[config.mk]
export PLATFORM = sky130hd
export DESIGN_NAME = fetch_unit
export DESIGN_NICKNAME = d
export VERILOG_FILES = /design/src/rtl/fetch_unit.sv
export SDC_FILE = /design/constraint.sdc
export NUM_CORES = 1
export LEC_CHECK = 0
export CAP_MARGIN = 0
export CORE_ASPECT_RATIO = 1.4
export CORE_MARGIN = 4
export CORE_UTILIZATION = 35
export CTS_BUF_LIST = sky130_fd_sc_hd__clkbuf_4
export DETAILED_ROUTE_END_ITERATION = 6
export GPL_TIMING_DRIVEN = 0
export PLACE_DENSITY_LB_ADDON = 0.1
export SETUP_SLACK_MARGIN = 0.1
export SYNTH_ARGS = -nofsm -noshare
export SYNTH_HDL_FRONTEND = slang
export SYNTH_SLANG_ARGS = --single-unit
[constraint.sdc]
create_clock -name clk -period 9 [get_ports clk]
set_input_delay 2.25 -clock clk [delete_from_list [all_inputs] [get_ports clk]]
set_output_delay 2.25 -clock clk [all_outputs]
set_load 0.02 [all_outputs]
[src/rtl/fetch_unit.sv]
// fetch_unit: instruction fetch stage in front of the decoder.
// Holds the fetch PC, issues word reads to instruction memory, buffers returned
// words in a small prefetch FIFO and presents {instr, instr_pc} to decode.
// Redirects flush the FIFO and mark every outstanding read as stale.
//
// Handshake semantics (both channels): a transfer happens on a rising edge where
// valid && ready are both high. The producer never lowers valid or changes its
// payload while valid && !ready, except that a redirect may retarget the request
// address. The memory response channel has no ready: responses return in
// request order and the credit rule below guarantees room for each of them.
module fetch_unit #(
    parameter logic [31:0] RESET_PC   = 32'h0000_0000,
    parameter int          FIFO_DEPTH = 2
) (
    input  logic        clk,
    input  logic        reset_n,
    output logic        imem_req_valid,
    input  logic        imem_req_ready,
    output logic [31:0] imem_req_addr,
    input  logic        imem_rsp_valid,
    input  logic [31:0] imem_rsp_data,
    input  logic        redirect,
    input  logic [31:0] redirect_pc,
    output logic        instr_valid,
    input  logic        instr_ready,
    output logic [31:0] instr,
    output logic [31:0] instr_pc,
    output logic [1:0]  dbg_state
);

    // Pointer width and counter width (counters must hold 0..FIFO_DEPTH).
    localparam int PW = $clog2(FIFO_DEPTH);
    localparam int CW = $clog2(FIFO_DEPTH + 1);
    localparam logic [CW:0] CREDIT_MAX = FIFO_DEPTH[CW:0];

    typedef enum logic [1:0] {
        S_IDLE  = 2'd0,
        S_FETCH = 2'd1,
        S_DRAIN = 2'd2
    } state_t;

    state_t          r_state;
    logic [31:0]     r_fetch_pc;
    logic [CW-1:0]   r_in_flight;
    logic [CW-1:0]   r_stale;

    // Prefetch FIFO: data and the PC each word was fetched from.
    logic [31:0]     r_fifo_instr [FIFO_DEPTH];
    logic [31:0]     r_fifo_pc    [FIFO_DEPTH];
    logic [PW-1:0]   r_fifo_rd;
    logic [PW-1:0]   r_fifo_wr;
    logic [CW-1:0]   r_fifo_count;

    // In-order tag queue: PC of each outstanding read, popped by its response.
    logic [31:0]     r_tag_q [FIFO_DEPTH];
    logic [PW-1:0]   r_tag_rd;
    logic [PW-1:0]   r_tag_wr;

    logic            w_req_fire;
    logic            w_rsp_take;
    logic            w_push;
    logic            w_pop;
    logic [CW:0]     w_credit_used;
    logic [CW-1:0]   w_in_flight_nxt;
    logic [31:0]     w_tag_head;

    // Outstanding reads plus buffered words may never exceed the FIFO size, so
    // every response is guaranteed a slot. Derived from registers only.
    assign w_credit_used  = {1'b0, r_in_flight} + {1'b0, r_fifo_count};
    assign imem_req_valid = (r_state == S_FETCH) && (w_credit_used < CREDIT_MAX);
    assign imem_req_addr  = r_fetch_pc;

    assign w_req_fire = imem_req_valid && imem_req_ready;
    // A response with nothing outstanding (e.g. left over from before reset) is ignored.
    assign w_rsp_take = imem_rsp_valid && (r_in_flight != '0);
    // Only live responses enter the FIFO; a redirect in the same cycle discards it.
    assign w_push     = w_rsp_take && (r_stale == '0) && !redirect;
    assign w_pop      = instr_valid && instr_ready;

    assign w_in_flight_nxt = r_in_flight + CW'(w_req_fire) - CW'(w_rsp_take);
    assign w_tag_head      = r_tag_q[r_tag_rd];

    assign instr_valid = (r_fifo_count != '0);
    assign instr       = instr_valid ? r_fifo_instr[r_fifo_rd] : 32'h0;
    assign instr_pc    = instr_valid ? r_fifo_pc[r_fifo_rd]    : 32'h0;
    assign dbg_state   = r_state;

    // Control FSM, fetch PC, outstanding-read and stale-read counters.
    always_ff @(posedge clk) begin
        if (!reset_n) begin
            r_state     <= S_IDLE;
            r_fetch_pc  <= RESET_PC;
            r_in_flight <= '0;
            r_stale     <= '0;
        end else begin
            r_in_flight <= w_in_flight_nxt;
            if (redirect) begin
                // Everything still outstanding after this cycle belongs to the old path.
                r_fetch_pc <= redirect_pc & 32'hFFFF_FFFC;
                r_stale    <= w_in_flight_nxt;
            end else begin
                if (w_req_fire) begin
                    r_fetch_pc <= r_fetch_pc + 32'd4;
                end
                if (w_rsp_take && (r_stale != '0)) begin
                    r_stale <= r_stale - CW'(1);
                end
            end
            case (r_state)
                S_IDLE: begin
                    r_state <= S_FETCH;
                end
                S_FETCH: begin
                    if (redirect && (w_in_flight_nxt != '0)) begin
                        r_state <= S_DRAIN;
                    end
                end
                S_DRAIN: begin
                    if (redirect) begin
                        // Stay while stale reads remain; leave if the last one
                        // returned in this very cycle, so DRAIN can never stall.
                        r_state <= (w_in_flight_nxt != '0) ? S_DRAIN : S_FETCH;
                    end else if ((r_stale == '0) ||
                                 (w_rsp_take && (r_stale == CW'(1)))) begin
                        r_state <= S_FETCH;
                    end
                end
                default: begin
                    r_state <= S_IDLE;
                end
            endcase
        end
    end

    // FIFO pointers and occupancy; a redirect empties the FIFO outright.
    always_ff @(posedge clk) begin
        if (!reset_n) begin
            r_fifo_rd    <= '0;
            r_fifo_wr    <= '0;
            r_fifo_count <= '0;
        end else if (redirect) begin
            r_fifo_rd    <= '0;
            r_fifo_wr    <= '0;
            r_fifo_count <= '0;
        end else begin
            if (w_push) begin
                r_fifo_wr <= r_fifo_wr + PW'(1);
            end
            if (w_pop) begin
                r_fifo_rd <= r_fifo_rd + PW'(1);
            end
            r_fifo_count <= r_fifo_count + CW'(w_push) - CW'(w_pop);
        end
    end

    // FIFO storage: word and its PC taken from the head of the tag queue.
    always_ff @(posedge clk) begin
        if (w_push) begin
            r_fifo_instr[r_fifo_wr] <= imem_rsp_data;
            r_fifo_pc[r_fifo_wr]    <= w_tag_head;
        end
    end

    // Tag queue pointers; not flushed by redirect because stale reads still return.
    always_ff @(posedge clk) begin
        if (!reset_n) begin
            r_tag_rd <= '0;
            r_tag_wr <= '0;
        end else begin
            if (w_req_fire) begin
                r_tag_wr <= r_tag_wr + PW'(1);
            end
            if (w_rsp_take) begin
                r_tag_rd <= r_tag_rd + PW'(1);
            end
        end
    end

    // Tag storage: remember the address of every accepted request.
    always_ff @(posedge clk) begin
        if (w_req_fire) begin
            r_tag_q[r_tag_wr] <= r_fetch_pc;
        end
    end

endmodule

==> impl_results.md <==
- Area leader, netlist: edfxtp_1
- Max FO, Critical Path: 10
- WL met2: 11.8 mm
- Core area: around 26000 sq um
- Critical path class: reg -> out
- Worst setup EP type: output port
- Worst hold path depth: 2
- Final hold slack: roughly 530 ps
- Clock transition at the registers of the reported paths: 70 ps
- Hpwl dp: between 15 and 20 mm
- Yosys Warn Count: 0
- Post-Syn Instances: 657
- H-tree levels: 2
- Placed Instances: between 1000 and 1500
- Switch share: 0.258
- Layout area overhead: 31.5%
- Final #Nets: 961
- Area post-placement: 11500 sq um
- Mapped cell area: approximately 9300 sq um
- Fin util: 0.468
- Die height: 201 microns
- CTS tree: built
- Aggregate global-route resource usage: 0.154
- Global route total overflow: 0
- Worst EP required: 6750 ps
- Clk pwr share: 0.342
- Startpoint types: register
- Psw: 0.683 mW
- Root Driver: clkbuf_4
- Clk_lat worst skew: 700 ps
- Share of cells above drive strength 1: 0.145
- Clock sinks: approximately 230
- CTS resizes: 0
- ANT nets after route: 0
- Synth Area per Inst: 14.2 sq um
- Fill cell count: 2395
- HP Class: reg -> reg
- DR DRC count: 0
- TritonCTS buffer count: 54
- Die ar.: 29300 sq um
- Status: finished clean
- Largest net degree at the start of global routing: 63
- Synth top area share: 0.593
- Setup TNS: 0 ps
- Clock Skew: 58.3 ps
- Vias per std cell: 4.98
- Wire length on met1: 8.72 mm
- Max_slew headroom: 0.438
- Seq/Total Area, Yosys: 0.687
- Max Freq: ~180 MHz
- Gpl congestion: 0.866
- Area contributors post-synth: edfxtp_1 (59%), dfxtp_1 (9.5%), mux2i_1 (6.7%)
- Final instance area: 12300 sq um
- Max cap viols: 0
- Post-synth EDFFs: 184
- Pre-CTS setup slack: slightly above 4000 ps
- Rows: 70
- Leakage: roughly 4.1 nW
- Port bufs: 162
- Tightest Pin Transition: 842 ps
- Part of the power in registers: 0.496
- Combinational power share: 0.161
- Number of I/O pins: 170
- Maximum VDD drop: 0.105 mV
- First-pass GRT wire length: 35.9 mm
- Starting Density: 0.356
- FFs w/ async S/R, synth: 0
- Total setup buffers inserted after CTS: 0
- Final Hold Viols: 0
- RSZ-0062 raised after global routing: false
- Setup ws final: 3560 ps
- Most frequent cell after synthesis: edfxtp_1
- Max-slew violation count: 0
- Routed length on met3: between 1 and 1.5 mm
- Top FF cell, synth: edfxtp_1
- Internal Pwr Total: about 2.0 mW
- Worst EP arrival: 3190 ps
- Drt pass-1 iters: 5
- Synth unique cells: 48
- Clk buf depth: 3
- Tot Pwr: 2.65 mW
- Period Utilization, post-route: 0.604
- Vias: 6240
- Register bit count reported by yosys: between 200 and 250
- Final setup vio count: 0
- Final Instance Count excl. Fillers: 1253
- R2R cell count: 12
- Vias in the first global route: 6677
- Width of the chip: 146 microns
- Pwr/cell area: 216 nW/um^2
- CTS Hold Bufs: 0
- Final WL: 22.7 mm
- Highest metal used: met4
- Crit path time final: 5440 ps
- Synth cell count leaders: edfxtp_1 (184), nor2_1 (73), mux2i_1 (62)
- Antenna violations before repair: 1
- Avg WL per Cell: 18.1 microns
- Iteration-0 DRC Markers: around 300
==> path summary, 6_finish.rpt <==
| check | start | endpoint | slack [ps] |
|---|---|---|---|
| max | r_in_flight[0] | imem_req_valid | 3560 |
| min | r_fifo_rd | register | 530 |
| max reg2reg | r_in_flight[0] | dbg_state[0] | 5460 |
| min reg2reg | r_fifo_rd | register | 530 |
==> power by group through the flow <==
stage / combinational, mW / clock [mW] / sequential [mW]
after floorplan: 0.242 / 0 / 1.34
after global placement: 0.407 / 0 / 1.34
after detailed placement: 0.429 / 0 / 1.34
after CTS: 0.434 / 0.946 / 1.32
after global routing: 0.466 / 1.00 / 1.32
final: 0.428 / 0.907 / 1.31
==> layout by cell type (no fill, tap or decap), types with 3 or more instances in the layout <==
cell | netlist | routed
conb_1 | 1 | 4
o31ai_1 | 13 | 13
inv_1 | 11 | 11
and4_1 | 6 | 6
nand2b_1 | 7 | 7
xor2_1 | 3 | 3
clkinv_2 | 0 | 5
mux2_2 | 30 | 30
o21ai_0 | 27 | 27
clkinv_1 | 0 | 12
bufinv_16 | 0 | 3
and3_1 | 13 | 12
clkdlybuf4s50_1 | 0 | 162
and2_1 | 10 | 9
or4_1 | 11 | 11
mux2i_1 | 62 | 62
or3_1 | 5 | 5
ha_1 | 7 | 7
nor4_1 | 4 | 4
nor3_1 | 3 | 3
clkbuf_1 | 34 | 34
buf_4 | 4 | 4
edfxtp_1 | 184 | 184
o211a_1 | 8 | 8
a21oi_1 | 4 | 4
clkbuf_4 | 0 | 81
a31oi_1 | 17 | 17
xnor2_1 | 12 | 12
dfxtp_1 | 44 | 44
nor2b_1 | 3 | 3
nand4_1 | 12 | 12
nand3_1 | 13 | 13
nor2_1 | 73 | 71
nand2_1 | 14 | 14
==> routing by layer <==
metal	vias up	GRT usage
met5	-	0
met4	0	0.0804
met3	61	0.0375
met1	2979	0.169
li1	2977	-
met2	223	0.273
==> critical path, cell delays in order (launching register included) <==
cell and delay [ps]:
dfxtp_1 330, and2_1 170, fa_1 480, nor4b_4 360
clkbuf_1 460, clkdlybuf4s50_1 710
==> final cells by class <==
type / count / area [sq um] / share of cell area
Sequential cell: 228 / 6410 / 0.523
Inverter: 11 / 41.3 / 0.00337
Multi-Input combinational cell: 380 / 2730 / 0.223
Tap cell: 324 / 405 / 0.0331
Antenna cell: 1 / 2.50 / 0.000204
Clock inverter: 20 / 160 / 0.0131
Clock buffer: 81 / 608 / 0.0496
Timing Repair Buffer: 167 / 1730 / 0.141
Buffer: 41 / 170 / 0.0139
==> state kept, by name, indices dropped and copies added, names as in the netlist, named ones only <==
name,flops
r_stale,2
r_fifo_wr,1
r_tag_rd,1
r_tag_q,60
r_fifo_count,2
r_in_flight,2
r_fifo_rd,1
imem_req_addr,30
r_tag_wr,1
r_fifo_instr,64
dbg_state,2
r_fifo_pc,60
==> kinds of logic (layout without fill, tap and decap cells) <==
kind of cell / count (synthesis) / after routing / share of synthesized area
XOR/XNOR: 16 / 16 / 0.0166
adder cells (fa/ha/maj): 8 / 8 / 0.0115
AND/OR/NAND/NOR: 180 / 180 / 0.101
flip-flops: 228 / 228 / 0.687
buffers and inverters: 52 / 320 / 0.0227
multiplexers: 92 / 92 / 0.103
other: 1 / 5 / 0.000402
AO/OA/AOI/OAI: 80 / 80 / 0.0571
Power figures use the tool's default switching activity.
